===== src/rtl/gate_pkg.sv =====
// gate_pkg: gate function codes and sweep FSM state encoding
package gate_pkg;
  localparam logic [2:0] GATE_AND  = 3'd0;
  localparam logic [2:0] GATE_OR   = 3'd1;
  localparam logic [2:0] GATE_XOR  = 3'd2;
  localparam logic [2:0] GATE_NAND = 3'd3;
  localparam logic [2:0] GATE_NOR  = 3'd4;
  localparam logic [2:0] GATE_XNOR = 3'd5;
  localparam logic [2:0] GATE_BUF  = 3'd6;
  localparam logic [2:0] GATE_NOT  = 3'd7;
  typedef enum logic [1:0] {ST_IDLE, ST_APPLY, ST_DONE} state_t;
endpackage


===== src/rtl/gate_reduce.sv =====
// gate_reduce: selectable reduction gate over all N_IN inputs
module gate_reduce
  import gate_pkg::*;
#(
  parameter int N_IN = 2
) (
  input  logic [2:0]      mode,
  input  logic [N_IN-1:0] in,
  output logic            y
);
  always_comb begin
    y = 1'b0;
    case (mode)
      GATE_AND:  y = &in;
      GATE_OR:   y = |in;
      GATE_XOR:  y = ^in;
      GATE_NAND: y = ~&in;
      GATE_NOR:  y = ~|in;
      GATE_XNOR: y = ~^in;
      GATE_BUF:  y = in[0];
      default:   y = ~in[0];
    endcase
  end
endmodule


===== src/rtl/gate_sweeper.sv =====
// gate_sweeper: sweeps every input vector through gate_reduce and records the truth table
module gate_sweeper
  import gate_pkg::*;
#(
  parameter int N_IN     = 2,
  parameter int HOLD_CYC = 1
) (
  input  logic                 clk,
  input  logic                 rst,
  input  logic                 start,
  input  logic [2:0]           mode,
  output logic                 busy,
  output logic                 done,
  output logic [N_IN-1:0]      vec_out,
  output logic                 y_out,
  output logic                 sample,
  output logic [2**N_IN-1:0]   table_out
);
  localparam int HW = HOLD_CYC > 1 ? $clog2(HOLD_CYC) : 1;
  localparam logic [HW-1:0] HOLD_LAST = HW'(HOLD_CYC - 1);
  state_t state, state_nx;
  logic [2:0] mode_q;
  logic [HW-1:0] hold;
  gate_reduce #(.N_IN(N_IN)) u_gate (.mode(mode_q), .in(vec_out), .y(y_out));
  always_ff @(posedge clk) state <= rst ? ST_IDLE : state_nx;
  always_comb begin
    busy     = state == ST_APPLY;
    done     = state == ST_DONE;
    sample   = busy && hold == HOLD_LAST;
    state_nx = state == ST_IDLE  ? (start ? ST_APPLY : ST_IDLE) :
               state == ST_APPLY ? (sample && &vec_out ? ST_DONE : ST_APPLY) : ST_IDLE;
  end
  always_ff @(posedge clk)
    if (rst) begin
      mode_q    <= '0;
      hold      <= '0;
      vec_out   <= '0;
      table_out <= '0;
    end else if (state == ST_IDLE && start) begin
      mode_q    <= mode;
      hold      <= '0;
      vec_out   <= '0;
      table_out <= '0;
    end else if (busy) begin
      hold <= sample ? '0 : hold + 1'b1;
      if (sample) begin
        vec_out            <= vec_out + 1'b1;
        table_out[vec_out] <= y_out;
      end
    end
endmodule


===== config.mk =====
export PLATFORM = sky130hd
export DESIGN_NAME = gate_sweeper
export DESIGN_NICKNAME = d
export VERILOG_FILES = /design/src/rtl/gate_pkg.sv /design/src/rtl/gate_reduce.sv /design/src/rtl/gate_sweeper.sv
export SDC_FILE = /design/constraint.sdc
export NUM_CORES = 1
export LEC_CHECK = 0
export CAP_MARGIN = 0
export CORE_MARGIN = 1
export CORE_UTILIZATION = 45
export CTS_CLUSTER_SIZE = 16
export DETAILED_ROUTE_END_ITERATION = 10
export GPL_TIMING_DRIVEN = 0
export PLACE_DENSITY = 0.78
export SLEW_MARGIN = 20
export SYNTH_ARGS = -nofsm -noshare
export SYNTH_HDL_FRONTEND = slang
export SYNTH_SLANG_ARGS = --single-unit
export TNS_END_PERCENT = 30

===== constraint.sdc =====
create_clock -name clk -period 2.28 [get_ports clk]
set_input_delay 0.342 -clock clk [delete_from_list [all_inputs] [get_ports clk]]
set_output_delay 0.342 -clock clk [all_outputs]
set_load 0.005 [all_outputs]

Yosys cells after proc, flatten, opt, wreduce, memory -nomap -nowiden
Index checks and enable logic that the tools add are counted.

Register bits after elaboration: 12. Input port bits: 6. Output and inout port bits: 10. Logic and storage cells: 42.

Add/sub/neg operators: 2. $lt $le $gt $ge: 2. Equality and inequality tests: 8. Multiplexer cells: 9. Bitwise logic cells: 2. Reduce and logical (&&, ||, !) cells: 14.

Operators with widths (count): equality test 3 bit, second input constant (3); case mux 1 bit (7 select lines) (1); equality test 3 x 2 -> 1 bit, second input constant (2); 2-to-1 mux 2 bit (3); bitwise mux 4 bit (1); logical AND 1 bit (4); AND reduction 2 bit (2); OR reduction 2 bit (2); equality test 3 x 1 -> 1 bit, second input constant (1); zero test 3 bit (1); less-than comparator 2 x 3 -> 1 bit, second input constant (1); 2-to-1 mux 1 bit (3); adder 2 x 1 -> 2 bit, second input constant (1); demux 1 bit (select 2 bit) (1); equality test 2 x 1 -> 1 bit, second input constant (1); equality test 2 bit, second input constant (1); greater-or-equal comparator 2 x 1 -> 1 bit, second input constant (1); zero test 1 bit (2); zero test 2 bit (1); inverter 1 bit (2); XNOR reduction 2 bit (1); XOR reduction 2 bit (1); adder 1 bit, second input constant (1).

Logic depth before layout (Yosys ltp)
Depth after elaboration: 6. Mapped depth: 5. Gate-level depth less buffers: 5.

Cells and area by module
Synthesis repeated with hierarchy kept, for this count alone.

Cell total of the unflattened synthesis: 66. Area, all modules: 654.4 sq um.

Modules (own cells, without submodules): gate_sweeper (times used 1, cells each 51, area an instance 554.3 sq um, sequential area each 240.2 sq um); gate_reduce (times used 1, cells each 15, area an instance 100.1 sq um, sequential area each 0.0 sq um).

Worst setup path after synthesis
Ideal clock, no wire load.

Path type: flip-flop to output port. Start point: register vec_out[0]. End point: output port y_out. Arrival time: 1.701 ns. Required time: 1.938 ns. Slack: 0.237 ns. Stages on the path, launching flop included: 6. Path buffers: 0. Cell sequence: dfxtp_1 > inv_1 > ha_1 > mux2_4 > mux4_2 > inv_1.

Word-level cells in the longest chain between the ends: 3. Elaborated cells on any way between the ends: 8. Classes of those cells: mux (1); bitwise (1); reduce/logical (6).

RTL lines: start, declared (RTL line gate_sweeper.sv:14) `output logic [N_IN-1:0] vec_out,`; start signal, assigned (RTL line gate_sweeper.sv:47) `vec_out <= vec_out + 1'b1;`; OR reduction 2 bit or AND reduction 2 bit (tied branches); zero test 1 bit, on equally long branches (RTL line gate_reduce.sv:18, gate_reduce.sv:17); case mux 1 bit (7 select lines) * (RTL line gate_reduce.sv:13) `case (mode)`; end, declared (RTL line gate_sweeper.sv:15) `output logic y_out,`.

Every way passes the cells marked *; elsewhere a longest branch is shown, timed or not.

Worst setup path in the final report
Ends and elaborated chain as after synthesis.

==> metrics.md <==
| Metric | Value |
|---|---|
| Status | finished clean |
| Period Utilization, post-route | 0.955 |
| Initial Utilization | 0.505 |
| Fin crit period | 2.18 ns |
| Area grow syn2layout | 40.2% |
| Yosys cell types | 22 |
| Register area share after synthesis | 0.406 |
| Drt pass-1 iters | 4 |
| Syn. warnings | 0 |
| Hpwl dp | 733 um |
| Compound-Gate Fraction of Synth Area | 0.123 |
| Gpl congestion | 0.660 |
| Max-slew violations | 0 |
| RSZ-0062 raised after global routing | no |
| CP top delay family | multiplexers |
| Num rows | 12 |
| Clk buf depth | 2 |
| Remaining DRCs | 0 |
| Endpoints failing setup | 0 |
| H-tree depth | 1 |
| I/O pins | 16 |
| CP Cell Sequence | inv_2 -> ha_4 -> mux2_4 -> mux4_2 -> inv_2 -> clkbuf_2 |
| Pwr Total | 0.441 mW |
| Initial antenna violation count | 0 |
| GRT overflow | 0 |
| First-pass GRT wire length | 1.79 mm |
| Vias in the first global route | 457 |
| Total clock buffers created by CTS | 3 |
| Crit path max fanout | 4 |
| Post-synthesis xor/xnor area fraction | 0.0148 |
| Slew @ Worst Pin | 0.627 ns |
| Post-DP Area | 759 um^2 |
| Hold/Removal Path Class | reg -> reg |
| Critical path's largest stage delay | 0.50 ns |
| Largest family of logic cells by synthesized area | multiplexers |
| Cells after Synth | 56 |
| DRT iter0 DRCs | 5 |
| Die Height | 38.3 um |
| Worst Path Buf+Inv | 3 |
| Post-synthesis mux area share | 0.184 |
| Final wirelength | 1.05 mm |
| Maximum clock rate | 459 MHz |
| Die ar. | 0.00146 mm^2 |
| Number of nets in the layout | 90 |
| CTS tree | built |
| Die width | 38.3 um |
| Clock Skew | 0.00205 ns |
| Port Buffers | 15 |
| Leak | 0.311 nW |
| Final Hold Violating Endpoints | 0 |
| Adder-cell share of the synthesized area | 0.0846 |
| Main synth FF type | dfxtp_1 |
| Via count | 478 |
| Avg Cell Area, Syn | 10.6 um^2 |
| Worst skew pair latency | 0.27 ns |
| DR vias/cell | 5.20 |
| Slew Limit Headroom | 0.581 |
| Fin Setup TNS | 0 ns |
| Clock sink total | 12 |
| #FFs+latches synth | 12 |
| Worst Path Arrival | 1.84 ns |
| Synth Area in Simple Gates | 0.135 |
| Maxcap violations | 0 |
| Root buffer cell | clkbuf_4 |
| Layout cells sized above 1 | 0.282 |
| Core area | 0.00117 mm^2 |
| Most numerous cell on the critical path | inv_2 |
| CTS clk-pin slew, worst paths | 0.07 ns |
| Diode count | 0 |
| Post-synth EDFFs | 0 |
| PD cells | 531 mW/mm^2 |
| All-Layer GR Usage | 0.187 |
| Post-synth net total | 66 |
| Post-synthesis cell area | 592 um^2 |
| Peak supply drop | 0.423 mV |
| Largest net degree at the start of global routing | 11 |
| Setup Crit Path Kind | reg -> out |
| Post-route ant nets | 0 |
| Post-DR wirelength/cell | 11.4 um |
| Crit end category | output pin |
| Post-synth ARST share | 0 |
| Critical Path Start Type | register |
| Worst Path Required | 1.94 ns |
| Post-route cell area | 830 um^2 |
| Slowest cell on crit path | mux4_2 |
==> area by class of cell <==
type                            instances  area, um^2
Buffer                                  3        22.5
Clock buffer                            3        22.5
Fill cell                              90         342
Inverter                                3        11.3
Multi-Input combinational cell         38         335
Sequential cell                        12         245
Tap cell                               14        17.5
Timing Repair Buffer                   19         175
==> state kept, by name (all words and copies together), names as in the netlist <==
register / cells
hold: 1
mode_q: 3
state: 2
table_out: 4
vec_out: 2
==> cells in the mapped netlist, types with 2 or more instances <==
cell type | number | area (um^2)
a311oi_1 | 2 | 17.5
nor3b_1 | 3 | 22.5
ha_1 | 4 | 50.1
inv_1 | 3 | 11.3
mux2i_1 | 6 | 60.1
a311oi_2 | 2 | 30.0
dfxtp_1 | 12 | 240
nor2_1 | 6 | 22.5
nor2b_1 | 2 | 12.5
a21oi_1 | 4 | 20.0
==> stage by stage <==
| stage | util | setup WS, ns | hold WS [ns] | std cells |
|---|---|---|---|---|
| after global routing | 0.708 | 0.00669 | 0.507 | 92 |
| after CTS | 0.710 | 0.00465 | 0.494 | 92 |
| after floorplan | - | 0.237 | 0.414 | 56 |
| final | 0.708 | 0.102 | 0.493 | 92 |
| after detailed placement | 0.649 | -0.330 | 0.484 | 85 |
| after global placement | 0.649 | -0.325 | 0.478 | 85 |
==> timing repair <==
| item | CTS | global route |
|---|---|---|
| endpoints found under the setup margin | 1 | 2 |
| hold buffers | 0 | 0 |
| resized for setup | 8 | 4 |
| setup buffers | 4 | 0 |
| cloned | 0 | 0 |
==> cell families (layout without fill, tap and decap cells) <==
logic type      after synthesis  after routing
fa+ha+maj                     4              4
flops                        12             12
mux                           9              9
xor+xnor                      1              1
buf+inv                       6             28
compound gates                9              9
simple gates                 15             15
==> power by group <==
| part | leakage [nW] | switching [mW] | internal [mW] |
|---|---|---|---|
| logic | 0.198 | 0.0384 | 0.0541 |
| clock network | 0.0138 | 0.0637 | 0.0611 |
| registers | 0.0990 | 0.00615 | 0.217 |
==> layer usage <==
metal,vias to the layer above,routed length [um],part of all wire,GRT usage
li1,243,-,-,-
met1,223,518,0.49,0.229
met2,12,475,0.45,0.271
met3,0,54,0.052,0.105
met4,0,0,0,0.0625
met5,-,0,0,0
==> path summary, 6_finish.rpt <==
| check | cells after the start | start | endpoint | slack (ns) |
|---|---|---|---|---|
| setup / recovery | 6 | vec_out[0]$_SDFFE_PP0N_ | y_out | 0.10 |
| setup reg to reg | 6 | vec_out[0]$_SDFFE_PP0N_ | table_out[3]$_SDFFE_PP0P_ | 0.34 |
| hold reg to reg | 1 | hold$_SDFFE_PP0N_ | hold$_SDFFE_PP0N_ | 0.49 |
| hold / removal | 1 | hold$_SDFFE_PP0N_ | hold$_SDFFE_PP0N_ | 0.49 |
==> cells in the final DEF, fill, tap and decap left out, types with 2 or more instances in the layout <==
master,count
clkdlybuf4s50_1,14
dfxtp_1,10
mux2i_1,6
nor2_1,6
clkbuf_4,4
a21oi_1,4
buf_4,4
inv_2,3
nor3b_1,3
nor2b_1,2
a311oi_1,2
a311oi_2,2
ha_1,2
No activity file was read; power rests on OpenSTA's default activity.
